### src/rtl/mem_bus_arbiter_pkg.sv
// Shared types and constants for the two-master memory bus arbiter:
// FSM state and owner encodings, stall-vector indices and the zero word.
package mem_bus_arbiter_pkg;

  typedef enum logic [1:0] {
    IDLE = 2'd0,
    BUSY = 2'd1,
    HOLD = 2'd2
  } arb_state_e;

  typedef enum logic {
    FETCH = 1'b0,
    DATA  = 1'b1
  } owner_e;

  localparam int STALL_W   = 6;
  localparam int STALL_IF  = 1;
  localparam int STALL_MEM = 4;

  localparam logic [31:0] ZeroWord = 32'h0000_0000;

  // Pipeline stall bit that belongs to the stage owning the bus.
  function automatic logic owner_stalled(input owner_e owner,
                                         input logic [STALL_W-1:0] stall);
    return (owner == DATA) ? stall[STALL_MEM] : stall[STALL_IF];
  endfunction

endpackage

### src/rtl/mem_bus_arbiter_if.sv
// Wishbone-style single-port memory bus. The arbiter drives it through the
// master modport; the memory (or a testbench slave) uses the slave modport.
interface mem_bus_arbiter_if;

  logic [31:0] wb_adr_o;
  logic [31:0] wb_dat_o;
  logic [31:0] wb_dat_i;
  logic        wb_we_o;
  logic [3:0]  wb_sel_o;
  logic        wb_stb_o;
  logic        wb_cyc_o;
  logic        wb_ack_i;

  modport master (
    output wb_adr_o, wb_dat_o, wb_we_o, wb_sel_o, wb_stb_o, wb_cyc_o,
    input  wb_dat_i, wb_ack_i
  );

  modport slave (
    input  wb_adr_o, wb_dat_o, wb_we_o, wb_sel_o, wb_stb_o, wb_cyc_o,
    output wb_dat_i, wb_ack_i
  );

endinterface

### src/rtl/mem_bus_watchdog.sv
// Bus-cycle timeout counter: clears when a bus cycle starts and flags the
// TIMEOUT_CYCLES-th consecutive BUSY cycle that passes without an ack.
module mem_bus_watchdog #(
  parameter int TIMEOUT_CYCLES = 255
) (
  input  logic clk,
  input  logic rst_n,
  input  logic start_i,
  input  logic busy_i,
  input  logic ack_i,
  output logic timeout_o
);

  localparam int CntW = ($clog2(TIMEOUT_CYCLES + 1) > 8) ? $clog2(TIMEOUT_CYCLES + 1) : 8;

  logic [CntW-1:0] cnt_q, cnt_d;

  // The count holds the number of ack-less BUSY cycles already completed, so
  // the limit is hit while the last permitted cycle is still in progress.
  assign timeout_o = busy_i && !ack_i && (cnt_q == CntW'(TIMEOUT_CYCLES - 1));

  always_comb begin
    cnt_d = cnt_q;
    if (start_i) begin
      cnt_d = '0;
    end else if (busy_i && !ack_i && !timeout_o) begin
      cnt_d = cnt_q + 1'b1;
    end
  end

  always_ff @(posedge clk or negedge rst_n) begin
    if (!rst_n) begin
      cnt_q <= '0;
    end else begin
      cnt_q <= cnt_d;
    end
  end

endmodule

### src/rtl/mem_bus_arbiter.sv
// Two-master (fetch / data) arbiter onto one Wishbone-style port with pipeline
// stall requests and held read data. Define MEM_BUS_TIMEOUT_EN for the watchdog.
module mem_bus_arbiter
  import mem_bus_arbiter_pkg::*;
#(
  parameter int TIMEOUT_CYCLES = 255
) (
  input  logic               clk,
  input  logic               rst_n,
  input  logic [STALL_W-1:0] stall_i,
  input  logic               flush_i,
  input  logic               if_ce_i,
  input  logic [31:0]        if_addr_i,
  output logic [31:0]        if_rdata_o,
  output logic               if_stallreq_o,
  input  logic               d_ce_i,
  input  logic               d_we_i,
  input  logic [31:0]        d_addr_i,
  input  logic [3:0]         d_sel_i,
  input  logic [31:0]        d_wdata_i,
  output logic [31:0]        d_rdata_o,
  output logic               d_stallreq_o,
  output logic               bus_err_o,
  mem_bus_arbiter_if.master  wb
);

  if (TIMEOUT_CYCLES < 1) begin : g_bad_cfg
    $error("mem_bus_arbiter: TIMEOUT_CYCLES must be at least 1");
  end

  arb_state_e  state_q, state_d;
  owner_e      owner_q, owner_d;
  logic [31:0] wb_adr_q, wb_adr_d;
  logic [31:0] wb_dat_q, wb_dat_d;
  logic [3:0]  wb_sel_q, wb_sel_d;
  logic        wb_we_q, wb_we_d;
  logic        wb_cyc_q, wb_cyc_d;
  logic        wb_stb_q, wb_stb_d;
  logic [31:0] if_hold_q, if_hold_d;
  logic [31:0] d_hold_q, d_hold_d;

  logic        start_busy;
  logic        timeout;
  logic        done;
  logic        owner_ce;
  logic        owner_stall;
  logic [31:0] cap_word;

  // Only the IF and MEM stall bits steer this block.
  logic unused_stall;
  assign unused_stall = ^{stall_i[5], stall_i[3:2], stall_i[0]};

  assign owner_ce    = (owner_q == DATA) ? d_ce_i : if_ce_i;
  assign owner_stall = owner_stalled(owner_q, stall_i);
  // A timeout finishes the access like an ack, but returns the zero word.
  assign done        = (state_q == BUSY) && !flush_i && (wb.wb_ack_i || timeout);
  assign cap_word    = wb.wb_ack_i ? wb.wb_dat_i : ZeroWord;

  // NOTE: every signal written below gets its default first, so no path can
  // leave one unassigned and infer a latch.
  always_comb begin
    state_d    = state_q;
    owner_d    = owner_q;
    wb_adr_d   = wb_adr_q;
    wb_dat_d   = wb_dat_q;
    wb_sel_d   = wb_sel_q;
    wb_we_d    = wb_we_q;
    wb_cyc_d   = wb_cyc_q;
    wb_stb_d   = wb_stb_q;
    if_hold_d  = if_hold_q;
    d_hold_d   = d_hold_q;
    start_busy = 1'b0;

    if_rdata_o    = if_hold_q;
    d_rdata_o     = d_hold_q;
    if_stallreq_o = if_ce_i;
    d_stallreq_o  = d_ce_i;

    unique case (state_q)
      IDLE: begin
        if (!flush_i && (d_ce_i || if_ce_i)) begin
          start_busy = 1'b1;
          state_d    = BUSY;
          wb_cyc_d   = 1'b1;
          wb_stb_d   = 1'b1;
          if (d_ce_i) begin
            owner_d  = DATA;
            wb_adr_d = d_addr_i;
            wb_we_d  = d_we_i;
            wb_sel_d = d_sel_i;
            wb_dat_d = d_wdata_i;
          end else begin
            owner_d  = FETCH;
            wb_adr_d = if_addr_i;
            wb_we_d  = 1'b0;
            wb_sel_d = 4'b1111;
            wb_dat_d = ZeroWord;
          end
        end
      end

      BUSY: begin
        if (owner_q == DATA) begin
          d_stallreq_o = !done;
          if (done) d_rdata_o = cap_word;
        end else begin
          if_stallreq_o = !done;
          if (done) if_rdata_o = cap_word;
        end

        if (flush_i) begin
          // The flushed access is abandoned; an ack in this cycle is dropped.
          state_d  = IDLE;
          wb_cyc_d = 1'b0;
          wb_stb_d = 1'b0;
          wb_we_d  = 1'b0;
        end else if (done) begin
          wb_cyc_d = 1'b0;
          wb_stb_d = 1'b0;
          wb_we_d  = 1'b0;
          if (owner_q == DATA) d_hold_d  = cap_word;
          else                 if_hold_d = cap_word;
          state_d = (owner_stall && owner_ce) ? HOLD : IDLE;
        end
      end

      HOLD: begin
        if (owner_q == DATA) d_stallreq_o  = 1'b0;
        else                 if_stallreq_o = 1'b0;
        if (flush_i || !owner_stall) state_d = IDLE;
      end

      default: state_d = IDLE;
    endcase

    if (flush_i) begin
      if_stallreq_o = 1'b0;
      d_stallreq_o  = 1'b0;
    end
  end

`ifdef MEM_BUS_TIMEOUT_EN
  mem_bus_watchdog #(
    .TIMEOUT_CYCLES(TIMEOUT_CYCLES)
  ) u_watchdog (
    .clk       (clk),
    .rst_n     (rst_n),
    .start_i   (start_busy),
    .busy_i    (state_q == BUSY),
    .ack_i     (wb.wb_ack_i),
    .timeout_o (timeout)
  );
  assign bus_err_o = timeout && !flush_i;
`else
  logic unused_start;
  assign unused_start = start_busy;
  assign timeout      = 1'b0;
  assign bus_err_o    = 1'b0;
`endif

  // NOTE: state registers use non-blocking assignments so every flop samples
  // the values of the previous cycle, independent of statement order.
  always_ff @(posedge clk or negedge rst_n) begin
    if (!rst_n) begin
      state_q   <= IDLE;
      owner_q   <= FETCH;
      wb_adr_q  <= ZeroWord;
      wb_dat_q  <= ZeroWord;
      wb_sel_q  <= 4'b0000;
      wb_we_q   <= 1'b0;
      wb_cyc_q  <= 1'b0;
      wb_stb_q  <= 1'b0;
      if_hold_q <= ZeroWord;
      d_hold_q  <= ZeroWord;
    end else begin
      state_q   <= state_d;
      owner_q   <= owner_d;
      wb_adr_q  <= wb_adr_d;
      wb_dat_q  <= wb_dat_d;
      wb_sel_q  <= wb_sel_d;
      wb_we_q   <= wb_we_d;
      wb_cyc_q  <= wb_cyc_d;
      wb_stb_q  <= wb_stb_d;
      if_hold_q <= if_hold_d;
      d_hold_q  <= d_hold_d;
    end
  end

  assign wb.wb_adr_o = wb_adr_q;
  assign wb.wb_dat_o = wb_dat_q;
  assign wb.wb_sel_o = wb_sel_q;
  assign wb.wb_we_o  = wb_we_q;
  assign wb.wb_cyc_o = wb_cyc_q;
  assign wb.wb_stb_o = wb_stb_q;

endmodule
### src/flat_wrapper.sv
// flat-port wrapper written by rule: the top's interface ports become plain ports
module mem_bus_arbiter_flat import mem_bus_arbiter_pkg::*;
#(
  parameter int TIMEOUT_CYCLES = 255
)
  (clk, rst_n, stall_i, flush_i, if_ce_i, if_addr_i, if_rdata_o, if_stallreq_o, d_ce_i, d_we_i, d_addr_i, d_sel_i, d_wdata_i, d_rdata_o, d_stallreq_o, bus_err_o, wb_wb_adr_o, wb_wb_dat_o, wb_wb_we_o, wb_wb_sel_o, wb_wb_stb_o, wb_wb_cyc_o, wb_wb_dat_i, wb_wb_ack_i);
  mem_bus_arbiter_if wb_i ();
  input  logic clk;
  input  logic rst_n;
  input  logic [STALL_W-1:0] stall_i;
  input  logic flush_i;
  input  logic if_ce_i;
  input  logic [31:0] if_addr_i;
  output logic [31:0] if_rdata_o;
  output logic if_stallreq_o;
  input  logic d_ce_i;
  input  logic d_we_i;
  input  logic [31:0] d_addr_i;
  input  logic [3:0] d_sel_i;
  input  logic [31:0] d_wdata_i;
  output logic [31:0] d_rdata_o;
  output logic d_stallreq_o;
  output logic bus_err_o;
  output wire logic [$bits(wb_i.wb_adr_o)-1:0] wb_wb_adr_o;
  output wire logic [$bits(wb_i.wb_dat_o)-1:0] wb_wb_dat_o;
  output wire logic [$bits(wb_i.wb_we_o)-1:0] wb_wb_we_o;
  output wire logic [$bits(wb_i.wb_sel_o)-1:0] wb_wb_sel_o;
  output wire logic [$bits(wb_i.wb_stb_o)-1:0] wb_wb_stb_o;
  output wire logic [$bits(wb_i.wb_cyc_o)-1:0] wb_wb_cyc_o;
  input wire logic [$bits(wb_i.wb_dat_i)-1:0] wb_wb_dat_i;
  input wire logic [$bits(wb_i.wb_ack_i)-1:0] wb_wb_ack_i;
  assign wb_wb_adr_o = wb_i.wb_adr_o;
  assign wb_wb_dat_o = wb_i.wb_dat_o;
  assign wb_wb_we_o = wb_i.wb_we_o;
  assign wb_wb_sel_o = wb_i.wb_sel_o;
  assign wb_wb_stb_o = wb_i.wb_stb_o;
  assign wb_wb_cyc_o = wb_i.wb_cyc_o;
  assign wb_i.wb_dat_i = wb_wb_dat_i;
  assign wb_i.wb_ack_i = wb_wb_ack_i;
  mem_bus_arbiter #(.TIMEOUT_CYCLES(TIMEOUT_CYCLES)) u_core (.clk(clk), .rst_n(rst_n), .stall_i(stall_i), .flush_i(flush_i), .if_ce_i(if_ce_i), .if_addr_i(if_addr_i), .if_rdata_o(if_rdata_o), .if_stallreq_o(if_stallreq_o), .d_ce_i(d_ce_i), .d_we_i(d_we_i), .d_addr_i(d_addr_i), .d_sel_i(d_sel_i), .d_wdata_i(d_wdata_i), .d_rdata_o(d_rdata_o), .d_stallreq_o(d_stallreq_o), .bus_err_o(bus_err_o), .wb(wb_i));
endmodule
### config.mk
export PLATFORM = sky130hd
export DESIGN_NAME = mem_bus_arbiter_flat
export DESIGN_NICKNAME = d
export VERILOG_FILES = /design/src/rtl/mem_bus_arbiter_pkg.sv /design/src/rtl/mem_bus_arbiter_if.sv /design/src/rtl/mem_bus_watchdog.sv /design/src/rtl/mem_bus_arbiter.sv /design/src/flat_wrapper.sv
export SDC_FILE = /design/constraint.sdc
export NUM_CORES = 1
export LEC_CHECK = 0
export CAP_MARGIN = 10
export CORE_UTILIZATION = 28
export DETAILED_ROUTE_END_ITERATION = 6
export HOLD_SLACK_MARGIN = 0.1
export PLACE_DENSITY = 0.62
export SLEW_MARGIN = 10
export SYNTH_ARGS = -nofsm -noshare
export SYNTH_HDL_FRONTEND = slang
export SYNTH_SLANG_ARGS = --single-unit
### constraint.sdc
create_clock -name clk -period 5.65 [get_ports clk]
set_clock_uncertainty 0.1 [all_clocks]
set_input_delay 1.13 -clock clk [delete_from_list [all_inputs] [get_ports clk]]
set_output_delay 1.13 -clock clk [all_outputs]
set_load 0.01 [all_outputs]
After elaboration in Yosys (flattened, before gate mapping)
Cells that the tools add are included.

Reduce and logical (&&, ||, !) cells: 16. Bitwise operators: 2. Add/sub/neg operators: 0. Equal/unequal tests: 5. $lt $le $gt $ge: 0. Divide/modulo/power cells: 0. Multiply operators: 0. Multiplexer cells: 34. Shift operators: 0.

Operators with widths (count): $mux W32 (9); $mux W1 (14); $mux W2 (5); $pmux W1 S2 (4); $reduce_and A4 Y1 (2); $pmux W2 S3 (1); $reduce_and A3 Y1 (2); $logic_and A1 B1 Y1 (4); $mux W4 (1); $ne A2 B1 Y1 const B (2); $logic_not A1 Y1 (3); $ne A3 B2 Y1 const B (1); $eq A2 B1 Y1 const B (1); $eq A2 B2 Y1 const B (1); $logic_not A2 Y1 (1); $logic_or A1 B1 Y1 (2); $not A1 Y1 (2); $reduce_and A2 Y1 (1); $reduce_bool A2 Y1 (1).

RAM bits: 0. Output and inout port bits: 138. Input bits: 145. ROM bits: 0. Word-level logic and storage cells: 66. Bits in latches: 0. Memories kept: 0. Bits in registers: 137.

Logic depth before layout (Yosys ltp)
Gate-level depths: netlist of run 1.

Depth after elaboration: 7. Depth in mapped cells: 8.

Worst setup path after synthesis of run 1
No wires, ideal clock.

Kind: input port to output port. From: in flush_i. To: out if_rdata_o[0]. Slack: 2.235 ns. Arrival: 2.185 ns. Cell stages on the path: 5. Path buffers: 2. Path through: nand3b_1 > nor2_1 > buf_2 > buf_2 > mux2_2.

Cells in the longest elaborated chain, start to end: 6.

Ends and longest elaborated chain: start: declaration (line flat_wrapper.sv:11) `input logic flush_i;`; $logic_not A1 Y1 (line mem_bus_arbiter.sv:56) `assign done = (state_q == BUSY) && !flush_i && (wb.wb_ack_i || timeout);`; $logic_and A1 B1 Y1 (2 in series) (line mem_bus_arbiter.sv:56); $mux W32 (line mem_bus_arbiter.sv:108) `if (done) if_rdata_o = cap_word;`; $mux W32 (line mem_bus_arbiter.sv:103) `if (owner_q == DATA) begin`; $mux W32 (line mem_bus_arbiter.sv:79) `unique case (state_q)`; end: declaration (line flat_wrapper.sv:14) `output logic [31:0] if_rdata_o;`.

Every way passes these cells.

Final worst setup path of run 1
From: in flush_i. To: out if_rdata_o[16].

Same word-level chain as after synthesis.

==> results of run 1 <==
-- metal layers --
| layer | track usage, % | routed length, um | vias up |
|---|---|---|---|
| li1 | - | - | 2411 |
| met1 | 17.4 | 6850 | 2228 |
| met2 | 23.0 | 7610 | 199 |
| met3 | 6.75 | 1630 | 21 |
| met4 | 5.14 | 260 | 2 |
| met5 | 0 | 11 | - |
-- path summary, 6_finish.rpt --
| kind | startpoint | endpoint | slack, ps | depth (start not counted) |
|---|---|---|---|---|
| max | flush_i | if_rdata_o[16] | 990 | 6 |
| min | u_core.wb.wb_dat_o[3]$_DFFE_PN0P_ | u_core.wb.wb_dat_o[3]$_DFFE_PN0P_ | 380 | 2 |
| max reg2reg | u_core.state_q[1]$_DFFE_PN0P_ | u_core.if_hold_q[3]$_DFFE_PN0P_ | 3460 | 6 |
| min reg2reg | u_core.wb.wb_dat_o[3]$_DFFE_PN0P_ | u_core.wb.wb_dat_o[3]$_DFFE_PN0P_ | 380 | 2 |
| max in group asynchronous | rst_n | u_core.wb.wb_dat_o[12]$_DFFE_PN0P_ | 3640 | 2 |
| min in group asynchronous | rst_n | u_core.d_hold_q[12]$_DFFE_PN0P_ | 660 | 1 |
-- cells in the mapped netlist --
master,number,area (um^2)
dfrtp_1,137,3430
mux2_2,129,1450
nand2_1,103,387
o21ai_0,49,245
mux2i_1,34,340
o21ai_1,20,100
clkbuf_1,18,67.6
buf_2,12,60.1
buf_6,6,67.6
nor2_1,5,18.8
buf_4,4,30.0
inv_1,4,15.0
nor2b_1,4,25.0
a21oi_1,3,15.0
ha_1,3,37.5
nor3_1,3,15.0
a21o_1,2,15.0
nor3b_1,2,15.0
o21a_1,2,15.0
a211oi_1,1,7.51
a22o_1,1,8.76
conb_1,1,3.75
mux2_4,1,15.0
nand3_1,1,5.00
nand3b_1,1,7.51
or2_1,1,6.26
or3_1,1,6.26
or3b_1,1,8.76
-- registers in the layout, summed over array words and instances (netlist names) --
| register | cells |
|---|---|
| u_core.wb.wb_cyc_o | 1 |
| u_core.wb.wb_dat_o | 32 |
| u_core.wb.wb_sel_o | 4 |
| u_core.owner_q | 1 |
| u_core.wb.wb_adr_o | 32 |
| u_core.if_hold_q | 32 |
| u_core.d_hold_q | 32 |
| u_core.wb.wb_we_o | 1 |
| u_core.state_q | 2 |
-- power groups by stage --
stage / logic [mW] / clock network [mW] / registers (mW)
6_report: 2.23 / 1.11 / 1.65
5_1_grt: 2.41 / 1.20 / 1.72
4_1_cts: 2.27 / 1.15 / 1.66
3_5_place_dp: 2.26 / 0 / 1.67
3_3_place_gp: 2.25 / 0 / 1.65
2_1_floorplan: 0.965 / 0 / 1.73
-- kinds of logic after synthesis --
group / count (synthesis) / synth area share, %
buffers and inverters: 44 / 3.74
AO/OA/AOI/OAI: 78 / 6.34
adder cells (fa/ha/maj): 3 / 0.585
flip-flops: 137 / 53.4
AND/OR/NAND/NOR: 122 / 7.70
multiplexers: 164 / 28.2
other: 1 / 0.0584
-- worst max-delay path, cell delays in order --
cell and delay, ps:
clkdlybuf4s50_1 510, nand3b_1 280, nor2_4 390, buf_12 250, mux2_2 350, clkdlybuf4s50_1 520
-- through the flow --
stage / setup WS (ps) / instances
detailed placement: 952 / 1078
floorplan: 2230 / 549
global placement: 972 / 1078
finish: 985 / 1109
CTS: 947 / 1109
global route: 846 / 1109
-- cell type report --
type / count / area share (%)
inverter: 4 / 0.150
clock buffer: 18 / 4.39
timing repair buffer: 284 / 28.6
tap: 285 / 3.56
clock inverter: 13 / 1.46
multi-input combinational: 368 / 27.6
sequential: 137 / 34.3
==> results.sh, run 1 <==
export IMPL_status="finished clean"
export IMPL_finalCritPeriodShare_pct=82.6
export IMPL_setup_viol=0
export IMPL_internal_power_mw=3.46
export IMPL_syn_avg_cell_area_um2=11.7
export IMPL_portBuffers=277
export IMPL_ctsHoldBuffers=0
export IMPL_grt_pass1_wl_um=26600
export IMPL_post_dp_hpwl_um=11600
export IMPL_antenna_found_initial=1
export IMPL_rsz0062_at_grt="false"
export IMPL_die_area_mm2=0.0235
export IMPL_fmax_ghz=0.214
export IMPL_core_mm2=0.0226
export IMPL_ant_nets=0
export IMPL_drv_cap=0
export IMPL_final_layout_size_suffix_gt1_share_pct=21.0
export IMPL_drt_total_wl_um=16400
export IMPL_min_path_type="register to register"
export IMPL_wl_per_cell_um=14.8
export IMPL_p_sw_mw=1.53
export IMPL_num_io_pins=283
export IMPL_critical_path_arrival_ps=3430
export IMPL_dr_pass1_iters=4
export IMPL_utilization_pct=44.3
export IMPL_cp_end_kind="primary output"
export IMPL_total_power_mw=4.99
export IMPL_clock_insertion_delay_worst_skew_ps=410
export IMPL_die_y_um=153
export IMPL_final_cell_mix="clkdlybuf4s50_1 (275), dfrtp_1 (137), mux2_2 (129), nand2_1 (103), o21ai_0 (49)"
export IMPL_regArea_mm2=0.00343
export IMPL_fp_row_count=55
export IMPL_nets=960
export IMPL_synth_warnings=0
export IMPL_share_seq_of_total_power_pct=33.1
export IMPL_fin_area_mm2=0.0100
export IMPL_holdWs_ps=377
export IMPL_gp_congestion=0.737
export IMPL_syn_num_nets=697
export IMPL_clock_path_buffers=2
export IMPL_min_period_ps=4660
export IMPL_tightest_slew_ps=978
export IMPL_diodes=0
export IMPL_cp_data_required_time_ps=4420
export IMPL_yosysSeqAreaShare_pct=53.4
export IMPL_finalHoldViolations=0
export IMPL_cts_root_buf="clkbuf_16"
export IMPL_num_fill_cells=2185
export IMPL_p_clk_share_pct=22.1
export IMPL_area_delta_synth_final_pct=55.9
export IMPL_fin_setup_tns_ps=0
export IMPL_synth_area_mm2=0.00642
export IMPL_vias_per_cell=4.38
export IMPL_drv_slew=0
export IMPL_final_common_cell="clkdlybuf4s50_1"
export IMPL_leakagePower_nw=4.27
export IMPL_drt_iter0_drc=177
export IMPL_ys_types=28
export IMPL_grt_overflow_total=0
export IMPL_clock_sinks=137
export IMPL_first_global_vias=4867
export IMPL_multi_input_area_mm2=0.00276
export IMPL_vdd_ir_drop_max_mv=0.181
export IMPL_power_frac_comb_pct=44.7
export IMPL_cts_resized_gates=0
export IMPL_ys_ff_latch=137
export IMPL_slew_headroom_pct=34.8
export IMPL_grt_start_max_net_pins=90
export IMPL_die_width_um=153
export IMPL_start_kind="input pin"
export IMPL_post_cts_buffers=0
export IMPL_ctsHtreeMaxLevel=4
export IMPL_drc=0
export IMPL_clkTransAtPathRegs_ps=60
export IMPL_syn_inst=549
export IMPL_tritoncts="built"
export IMPL_initial_core_util_pct=28.4
export IMPL_power_density_mw_per_mm2=499
export IMPL_critPathKind="input pin to primary output"
export IMPL_swShare_pct=30.6
export IMPL_crit_fanout=27
export IMPL_placed_cell_area_mm2=0.00942
export IMPL_grt_usage_pct=14.6
export IMPL_num_vias=4861
export IMPL_cts_buffers=17
Note: power is estimated with default switching activity, not from simulation.
==> run 2, diff against run 1 <==
- clock period: 5.65 -> 4.9 ns (I/O delays scaled with it)
==> run 2 against run 1 <==
Cell count unchanged. Hold slack got worse by 3.2 ps. Design area unchanged. Largest cell class unchanged.
==> results.sh, run 2 (synthesized netlist as in run 1, its figures left out) <==
export IMPL_antenna_found_initial=0
export IMPL_grt_pass1_wl_um=25900
export IMPL_setup_viol=0
export IMPL_rsz0062_at_grt="false"
export IMPL_finalHoldViolations=0
export IMPL_path_buf_inv=3
export IMPL_min_path_type="register to register"
export IMPL_ant_nets=0
export IMPL_nets=960
export IMPL_num_fill_cells=2179
export IMPL_internal_power_mw=3.99
export IMPL_gp_congestion=0.748
export IMPL_crit_slowest_cell="clkdlybuf4s50_1"
export IMPL_portBuffers=277
export IMPL_share_seq_of_total_power_pct=33.2
export IMPL_post_cts_buffers=0
export IMPL_cts_root_buf="clkbuf_16"
export IMPL_drv_slew=0
export IMPL_critPathKind="input pin to primary output"
export IMPL_crit_fanout=29
export IMPL_num_vias=4897
export IMPL_cp_cell_sequence="clkdlybuf4s50_1 -> nand3b_1 -> nor2_4 -> buf_12 -> mux2_2 -> clkdlybuf4s50_1"
export IMPL_die_width_um=153
export IMPL_area_delta_synth_final_pct=55.9
export IMPL_initial_core_util_pct=28.4
export IMPL_power_frac_comb_pct=44.9
export IMPL_num_io_pins=283
export IMPL_critical_path_arrival_ps=3250
export IMPL_drv_cap=0
export IMPL_grt_usage_pct=14.3
export IMPL_tightest_slew_ps=945
export IMPL_p_clk_share_pct=21.9
export IMPL_min_period_ps=4330
export IMPL_fp_row_count=55
export IMPL_utilization_pct=44.3
export IMPL_drc=0
export IMPL_finalCritPeriodShare_pct=88.4
export IMPL_core_mm2=0.0226
export IMPL_final_layout_size_suffix_gt1_share_pct=20.9
export IMPL_post_dp_hpwl_um=11600
export IMPL_wl_per_cell_um=14.7
export IMPL_first_global_vias=4835
export IMPL_clkTransAtPathRegs_ps=60
export IMPL_ctsHoldBuffers=0
export IMPL_p_sw_mw=1.76
export IMPL_final_cell_mix="clkdlybuf4s50_1 (275), dfrtp_1 (137), mux2_2 (129), nand2_1 (103), o21ai_0 (49)"
export IMPL_crit_top_cell="clkdlybuf4s50_1"
export IMPL_drt_total_wl_um=16300
export IMPL_cp_end_kind="primary output"
export IMPL_final_common_cell="clkdlybuf4s50_1"
export IMPL_cts_buffers=17
export IMPL_ctsHtreeMaxLevel=4
export IMPL_vias_per_cell=4.42
export IMPL_vdd_ir_drop_max_mv=0.239
export IMPL_slowest_delay_ps=510
export IMPL_total_power_mw=5.75
export IMPL_clock_insertion_delay_worst_skew_ps=400
export IMPL_cp_data_required_time_ps=3820
export IMPL_die_area_mm2=0.0235
export IMPL_tritoncts="built"
export IMPL_grt_start_max_net_pins=125
export IMPL_cts_resized_gates=0
export IMPL_clock_path_buffers=2
export IMPL_drt_iter0_drc=162
export IMPL_dr_pass1_iters=4
export IMPL_power_density_mw_per_mm2=574
export IMPL_slew_headroom_pct=37.0
export IMPL_start_kind="input pin"
export IMPL_leakagePower_nw=4.27
export IMPL_grt_overflow_total=0
export IMPL_die_y_um=153
export IMPL_swShare_pct=30.7
export IMPL_fmax_ghz=0.231
export IMPL_clock_sinks=137
export IMPL_fin_setup_tns_ps=0
export IMPL_crit_family="buffers and inverters"
export IMPL_status="finished clean"
export IMPL_diodes=0
-- run 2: cell count changes in the layout (fill, tap and decap cells not counted), sizes merged --
cell | previous run | this run
clkinvlp | 5 | 4
inv | 7 | 8
-- run 2: worst paths after layout --
path | slack, ps | to | cells after the start | startpoint
hold reg to reg | 370 | u_core.wb.wb_adr_o[21]$_DFFE_PN0P_ | 2 | u_core.wb.wb_adr_o[21]$_DFFE_PN0P_
hold / removal | 370 | u_core.wb.wb_adr_o[21]$_DFFE_PN0P_ | 2 | u_core.wb.wb_adr_o[21]$_DFFE_PN0P_
setup reg to reg | 2740 | u_core.if_hold_q[2]$_DFFE_PN0P_ | 6 | u_core.state_q[1]$_DFFE_PN0P_
min in group asynchronous | 550 | u_core.d_hold_q[12]$_DFFE_PN0P_ | 1 | rst_n
max in group asynchronous | 3260 | u_core.wb.wb_dat_o[3]$_DFFE_PN0P_ | 2 | rst_n
setup / recovery | 570 | if_rdata_o[3] | 6 | flush_i
-- run 2: layer usage --
metal	GRT usage (%)	share of wire (%)	up-vias
met5	0	0	-
met4	5.29	1.3	0
met3	5.36	8.6	12
met2	23.4	48	189
met1	17.0	42	2281
li1	-	-	2415
-- run 2: final cells by class --
class,count,area (um^2),area share [%]
Multi-Input combinational cell,368,2760,27.6
Clock inverter,13,144,1.44
Inverter,4,15.0,0.150
Clock buffer,18,429,4.29
Sequential cell,137,3430,34.3
Tap cell,285,357,3.56
Timing Repair Buffer,284,2870,28.7
-- run 2: stage by stage --
step / cell area, um^2 / hold slack (ps) / worst slack (ps) / std cells
2_1_floorplan: 6420 / 374 / 1780 / 549
3_3_place_gp: 9430 / 360 / 555 / 1078
3_5_place_dp: 9430 / 370 / 535 / 1078
4_1_cts: 10000 / 383 / 526 / 1109
5_1_grt: 10000 / 402 / 447 / 1109
6_report: 10000 / 374 / 570 / 1109
-- run 2: power groups by stage --
stage          clock (mW)  sequential (mW)  combinational [mW]
3_5_place_dp            0             1.92                2.61
2_1_floorplan           0             1.99                1.11
4_1_cts              1.31             1.91                2.62
6_report             1.26             1.91                2.58
5_1_grt              1.36             1.98                2.78
3_3_place_gp            0             1.90                2.59
-- run 2: worst register-to-register path: cells and delay by family, from the launching register on --
family / cells / cell delay, ps
AND/OR/NAND/NOR: 2 / 560
flip-flops: 1 / 400
multiplexers: 1 / 370
buffers and inverters: 2 / 350
adder cells (fa/ha/maj): 1 / 280
